### config.mk
export PLATFORM = sky130hd
export DESIGN_NAME = e1_tx_line_enc
export DESIGN_NICKNAME = d
export VERILOG_FILES = /design/src/rtl/e1_tx_line_enc.sv
export SDC_FILE = /design/constraint.sdc
export NUM_CORES = 1
export LEC_CHECK = 0
export ABC_AREA = 1
export CORE_AREA = 5 5 62 64
export DETAILED_ROUTE_END_ITERATION = 8
export DIE_AREA = 0 0 67 69
export HOLD_SLACK_MARGIN = 0.12
export PLACE_DENSITY = 0.78
export REMOVE_ABC_BUFFERS = 1
export SYNTH_ARGS = -nofsm -noshare
export SYNTH_HDL_FRONTEND = slang
export SYNTH_SLANG_ARGS = --single-unit
### constraint.sdc
create_clock -name clk -period 1.41 [get_ports clk]
set_input_delay 0.2115 -clock clk [delete_from_list [all_inputs] [get_ports clk]]
set_output_delay 0.2115 -clock clk [all_outputs]
set_load 0.03 [all_outputs]
### src/rtl/e1_tx_line_enc.sv
// E1 transmit line encoder: NL independent HDB3/AMI encoders with AIS forcing,
// each driving a hi/lo pulse pair of programmable width.
module e1_tx_line_enc #(
    parameter int NL   = 1,
    parameter int PW_W = 5
) (
    input  logic            clk,
    input  logic            rst,
    input  logic [NL-1:0]   in_bit,
    input  logic [NL-1:0]   in_valid,
    input  logic [NL-1:0]   ctrl_hdb3,
    input  logic [NL-1:0]   ctrl_ais,
    input  logic [NL-1:0]   ctrl_invert,
    input  logic [PW_W-1:0] ctrl_pw,
    output logic [NL-1:0]   out_hi,
    output logic [NL-1:0]   out_lo,
    output logic [NL-1:0]   out_stb,
    output logic [NL-1:0]   stat_sub
);

    localparam logic [1:0] SYM_SPACE = 2'd0;
    localparam logic [1:0] SYM_MARK  = 2'd1;
    localparam logic [1:0] SYM_B     = 2'd2;
    localparam logic [1:0] SYM_V     = 2'd3;

    for (genvar g = 0; g < NL; g++) begin : g_line
        logic [1:0]      r_stg0, r_stg1, r_stg2, r_stg3;
        logic [2:0]      r_zcnt;
        logic            r_last_pol;   // 1 = positive
        logic            r_v_odd;
        logic [PW_W-1:0] r_hi_cnt, r_lo_cnt;
        logic            r_stb, r_sub;

        logic       w_d;
        logic [2:0] w_zcnt_inc, w_zcnt_next;
        logic       w_sub;
        logic       w_pos, w_neg;
        logic       w_last_pol_next, w_v_odd_next;
        logic       w_hi_act, w_lo_act;

        always_comb begin
            w_d             = ctrl_ais[g] | in_bit[g];
            w_zcnt_inc      = (r_zcnt == 3'd4) ? 3'd4 : r_zcnt + 3'd1;
            w_zcnt_next     = (!ctrl_hdb3[g] || w_d) ? 3'd0 : w_zcnt_inc;
            w_sub           = ctrl_hdb3[g] && (w_zcnt_next == 3'd4);
            w_pos           = 1'b0;
            w_neg           = 1'b0;
            w_last_pol_next = r_last_pol;
            w_v_odd_next    = r_v_odd;
            case (r_stg3)
                SYM_MARK, SYM_B: begin
                    w_pos           = ~r_last_pol;
                    w_neg           = r_last_pol;
                    w_last_pol_next = ~r_last_pol;
                    w_v_odd_next    = ~r_v_odd;
                end
                SYM_V: begin
                    w_pos        = r_last_pol;
                    w_neg        = ~r_last_pol;
                    w_v_odd_next = 1'b0;
                end
                default: ;
            endcase
        end

        // The substitution choice uses parity after the symbol popped this strobe,
        // so a V leaving the pipeline is already counted.
        always_ff @(posedge clk or posedge rst) begin
            if (rst) begin
                r_stg0     <= SYM_SPACE;
                r_stg1     <= SYM_SPACE;
                r_stg2     <= SYM_SPACE;
                r_stg3     <= SYM_SPACE;
                r_zcnt     <= 3'd0;
                r_last_pol <= 1'b0;
                r_v_odd    <= 1'b0;
                r_hi_cnt   <= '0;
                r_lo_cnt   <= '0;
                r_stb      <= 1'b0;
                r_sub      <= 1'b0;
            end else begin
                r_stb <= 1'b0;
                r_sub <= 1'b0;
                if (r_hi_cnt != '0) r_hi_cnt <= r_hi_cnt - 1'b1;
                if (r_lo_cnt != '0) r_lo_cnt <= r_lo_cnt - 1'b1;
                if (in_valid[g]) begin
                    r_stg0 <= w_d ? SYM_MARK : SYM_SPACE;
                    r_stg1 <= r_stg0;
                    r_stg2 <= r_stg1;
                    r_stg3 <= r_stg2;
                    if (w_sub) begin
                        r_stg0 <= SYM_V;
                        if (!w_v_odd_next) r_stg3 <= SYM_B;
                    end
                    r_zcnt     <= w_sub ? 3'd0 : w_zcnt_next;
                    r_last_pol <= w_last_pol_next;
                    r_v_odd    <= w_v_odd_next;
                    r_stb      <= 1'b1;
                    r_sub      <= w_sub;
                    if (w_pos) begin
                        r_hi_cnt <= ctrl_pw;
                        r_lo_cnt <= '0;
                    end else if (w_neg) begin
                        r_lo_cnt <= ctrl_pw;
                        r_hi_cnt <= '0;
                    end
                end
            end
        end

        assign w_hi_act    = (r_hi_cnt != '0);
        assign w_lo_act    = (r_lo_cnt != '0);
        assign out_hi[g]   = ctrl_invert[g] ? w_lo_act : w_hi_act;
        assign out_lo[g]   = ctrl_invert[g] ? w_hi_act : w_lo_act;
        assign out_stb[g]  = r_stb;
        assign stat_sub[g] = r_sub;
    end

endmodule

* After elaboration in Yosys (flattened, before gate mapping)
Cells that the tools add are included.
** Word-level totals
- Register bits :: 25
- Latch bits :: 0
- Memory bits (writable) :: 0
- ROM bits :: 0
- Bits of input ports :: 12
- Memories :: 0
** Cells by class
- $add $sub $neg :: 3
- Multipliers :: 0
- Divide/modulo/power cells :: 0
- $lt $le $gt $ge :: 0
- Eq/ne operators :: 5
- Shifts and indexed selects :: 0
- Mux-type cells :: 22
- Bitwise logic cells :: 3
- Reductions and logical operators :: 7
** Operator list (number)
- $mux W5 :: 8
- $reduce_bool A5 Y1 :: 2
- $sub A5 B1 Y5 const B :: 2
- $mux W3 :: 3
- $eq A3 B3 Y1 const B :: 2
- $mux W2 :: 3
- $pmux W1 S2 :: 3
- $mux W1 :: 5
- $eq A2 B2 Y1 const B :: 2
- $add A3 B1 Y3 const B :: 1
- $eq A2 B1 Y1 const B :: 1
- $not A1 Y1 :: 2
- $reduce_and A2 Y1 :: 1
- $reduce_or A2 Y1 :: 1
- $logic_and A1 B1 Y1 :: 1
- $logic_not A1 Y1 :: 1
- $logic_or A1 B1 Y1 :: 1
- $or A1 B1 Y1 :: 1

* Logic depth before layout (Yosys ltp)
- Word-level depth :: 6
- Depth in mapped cells :: 9

* Worst setup path after synthesis
No wires, ideal clock.
- Path kind :: flip-flop to output port
- Start point :: register g_line[0].r_lo_cnt[0]
- End point :: output port out_lo
- Data arrival time :: 1.436 ns
- Data required time :: 1.199 ns
- Setup slack :: -0.238 ns
- Cell stages (with the launch flop) :: 6
- Cell sequence :: dfrtp_1 -> inv_1 -> ha_1 -> nand2_2 -> nor2_4 -> o21ai_0
** Between the ends
- Word-level cells in the longest chain between the ends :: 2
** Ends and longest elaborated chain
- from (decl) :: line 31 : logic [PW_W-1:0] r_hi_cnt, r_lo_cnt;
- from (signal assigned) :: line 85 : if (r_lo_cnt != '0) r_lo_cnt <= r_lo_cnt - 1'b1;
- from (signal assigned) :: line 104 : r_lo_cnt <= ctrl_pw;
- $reduce_bool A5 Y1 :: line 112 : assign w_lo_act = (r_lo_cnt != '0);
- $mux W1 :: line 114 : assign out_lo[g] = ctrl_invert[g] ? w_hi_act : w_lo_act;
- to (decl) :: line 16 : output logic [NL-1:0] out_lo,
No other way between the ends.

* Worst setup path in the final report
Ends and elaborated chain as after synthesis.

==> impl_metrics.py <==
metrics = {
    "min_path": {
        "worstHoldPathType": "in -> async",
    },
    "clocking": {
        "insertion_delay_ns": 0.31,
        "numCtsBuffers": 3,
        "cts_tree": "built",
        "clk_pin_slew_ns": 0.14,
        "htreeDepth": 1,
        "clock-root-buffer": "clkbuf_4",
        "cts_max_path_buffers": 2,
        "cts_sinks": 25,
    },
    "logic_synthesis": {
        "synth_compound_area_share_pct": 15.05,
        "synth-seq-cells": 25,
        "avgSynthCellArea_um2": 8.467,
        "synth_top_family_by_area": "simple AND/OR/NAND/NOR gates",
        "yosys_warnings": 0,
        "yosys.area_share.adder_pct": 5.440,
        "synth_cell_types": 25,
        "yosys.area.top_type": "dfrtp_1",
        "syn-cell-area_um2": 1380,
        "yosys.area_share.simple_pct": 22.12,
        "synthMuxAreaShare_pct": 0,
        "synth_cells": 163,
        "yosysTopAreaCellShare_pct": 45.33,
        "ys_seq_area_share_pct": 45.33,
        "yosys.area_share.xor_xnor_pct": 3.173,
        "netlist_top_cells_area": "dfrtp_1 45%, nand2_1 9.0%, ha_1 5.4%",
    },
    "job": {
        "timing.max_cap.violations": 0,
    },
    "sta": {
        "worst_hold_slack_ns": 0.2230,
        "min_period_ns": 1.603,
        "layout_setup_ws_ns": -0.1925,
        "rsz0062_at_grt": "yes",
        "maxSlewHeadroom_pct": 78.62,
        "post-route-period-util_pct": 113.7,
        "finalSetupViolCount": 2,
        "max_freq_mhz": 624.0,
        "worst_pin_slew_ns": 0.3207,
        "slew_violations": 0,
        "finalHoldViolCount": 0,
        "finClkSkew_ns": 0.01246,
    },
    "routing": {
        "drc": 0,
        "dr.pass1.iters": 4,
        "ant_nets": 0,
        "drt_first_iter_violations": 40,
        "vias": 1156,
        "routedWlPerCell_um": 11.63,
        "routed_wl_mm": 2.849,
        "viasPerCell": 4.718,
    },
    "placed_design": {
        "place_area_um2": 1625,
        "place.gp.congestion": 0.8022,
        "dp.final_hpwl_mm": 1.981,
        "placed_cells": 229,
        "portBuffers": 15,
    },
    "critical_path": {
        "worstRegToRegCells": 7,
        "worstReg2RegStart": "g_line[0].r_stg3[0]",
        "cp-start-kind": "register",
        "arrival_ns": 1.39,
        "endpoint": "out_lo",
        "cp-startpoint": "g_line[0].r_lo_cnt[0]",
        "crit_path_max_incr_delay_ns": 0.42,
        "crit_required_ns": 1.20,
        "critPathMaxFanout": 3,
        "cp_slowest_cell": "dfrtp_1",
        "cp_cell_sequence": "inv_2, ha_4, nand2_4, nor2_4, o21ai_1, buf_4",
        "reg2reg_slack_ns": 0.05,
        "critPathCaptureType": "primary output",
        "crit_type": "reg -> out",
        "r2r-end": "g_line[0].r_lo_cnt[1]",
    },
    "layout": {
        "final_cell_mix": "31 x nand2_1, 25 x dfrtp_1, 18 x buf_4, 16 x inv_1",
        "area_delta_synth_final_pct": 36.45,
        "layout.cells.non_filler": 245,
        "fin_nets": 218,
        "drive_above_1_share_pct": 37.69,
        "layout_commonest_cell": "nand2_1",
        "final_util_pct": 58.27,
        "final_cell_area_um2": 1883,
        "diodes": 0,
    },
    "power": {
        "power_mw": 3.046,
        "ir_worst_vdd_mv": 0.5300,
        "p_leak_nw": 0.8804,
        "cellPowerDensity_nw_per_um2": 1618,
    },
    "grt": {
        "first_global_vias": 1184,
        "grt_max_degree": 26,
        "antenna_found_initial": 0,
        "gr-total-overflow": 0,
        "grtUsageTotal_pct": 13.17,
        "grt_pass1_wl_mm": 4.850,
    },
    "run_status": {
        "violations": "negative setup slack",
        "status": "complete, but fails checks",
    },
    "die": {
        "rows": 21,
        "coreArea_um2": 3232,
        "io_pins": 16,
        "dieArea_um2": 4623,
        "die_w_um": 67,
        "start_util_pct": 42.70,
        "die-height_um": 69,
    },
}
[worst min-delay path by stage]
stage | slack (ns) | end
after floorplan | 0.24 | g_line[0].r_hi_cnt[0]
after global placement | 0.46 | g_line[0].r_stg1[0]
after detailed placement | 0.48 | g_line[0].r_stg1[0]
after CTS | 0.23 | g_line[0].r_last_pol
after global routing | 0.24 | g_line[0].r_lo_cnt[3]
final | 0.22 | g_line[0].r_last_pol
[synthesized netlist by cell type]
library cell  instances
ha_1                  6
o22ai_1               2
xnor2_1               3
o21ai_1              12
nor2_1                7
nor3_1                2
buf_2                 2
nor2_2                4
nand3b_2              1
buf_4                 1
nand2_1              33
nor2_4                2
dfrtp_1              25
o21ai_0               5
o21ai_2               5
a21oi_1               3
inv_1                20
inv_2                 8
nand3_2               1
o31ai_2               1
a21oi_2               3
xor2_1                2
nand2_2               5
nand3_1               9
o22ai_2               1
[layer usage]
layer	vias up	global-route usage (%)	wire length [µm]
met5	-	0	0
met4	0	3.378	10
met3	2	2.922	119
met2	15	22.82	1536
met1	547	16.14	1183
li1	592	-	-
[power by group]
part	total [mW]	switching (mW)	internal [mW]
combinational	1.69	0.845	0.848
sequential	1.04	0.150	0.895
clock	0.308	0.202	0.106
[through the flow]
step	setup TNS [ns]	worst slack [ns]
after detailed placement	-0.1670	-0.05650
after global routing	-0.6497	-0.2929
after CTS	-0.3877	-0.2078
after floorplan	-0.3527	-0.2376
final	-0.3506	-0.1925
after global placement	-0.01874	-0.01497
[timing repair]
item	4_1_cts	5_1_grt
pin swaps	6	10
hold buffers	0	0
endpoints found under the setup margin	15	10
setup buffers	8	5
resized for setup	13	23
[kinds of logic (layout without fill, tap and decap cells)]
logic type | Yosys count | in the layout
flip-flops | 25 | 25
buffers and inverters | 31 | 67
adder cells (fa/ha/maj) | 6 | 6
AO/OA/AOI/OAI | 32 | 32
XOR/XNOR | 5 | 5
AND/OR/NAND/NOR | 64 | 64
[final cells by class]
cell class / count / area (µm²)
clock buffers: 3 / 22.52
clock inverters: 1 / 5.005
fillers: 295 / 1349
inverters: 28 / 110.1
multi-input cells: 107 / 754.5
flip-flops and latches: 25 / 625.6
well taps: 46 / 57.56
repair buffers: 35 / 307.8
[critical path: cells and delay by family, from the launching register on]
kind	cells	cell delay [ns]
flops	1	0.42
compound gates	1	0.09
simple gates	2	0.16
buf+inv	2	0.26
fa+ha+maj	1	0.15
[sequential cells by signal, indices dropped and copies added, names as in the netlist]
signal and flops:
stat_sub 1, g_line.r_stg2 2, g_line.r_hi_cnt 5, g_line.r_v_odd 1, g_line.r_lo_cnt 5, g_line.r_zcnt 3
out_stb 1, g_line.r_stg0 2, g_line.r_stg3 2, g_line.r_stg1 2, g_line.r_last_pol 1
No activity file was read; power rests on OpenSTA's default activity.
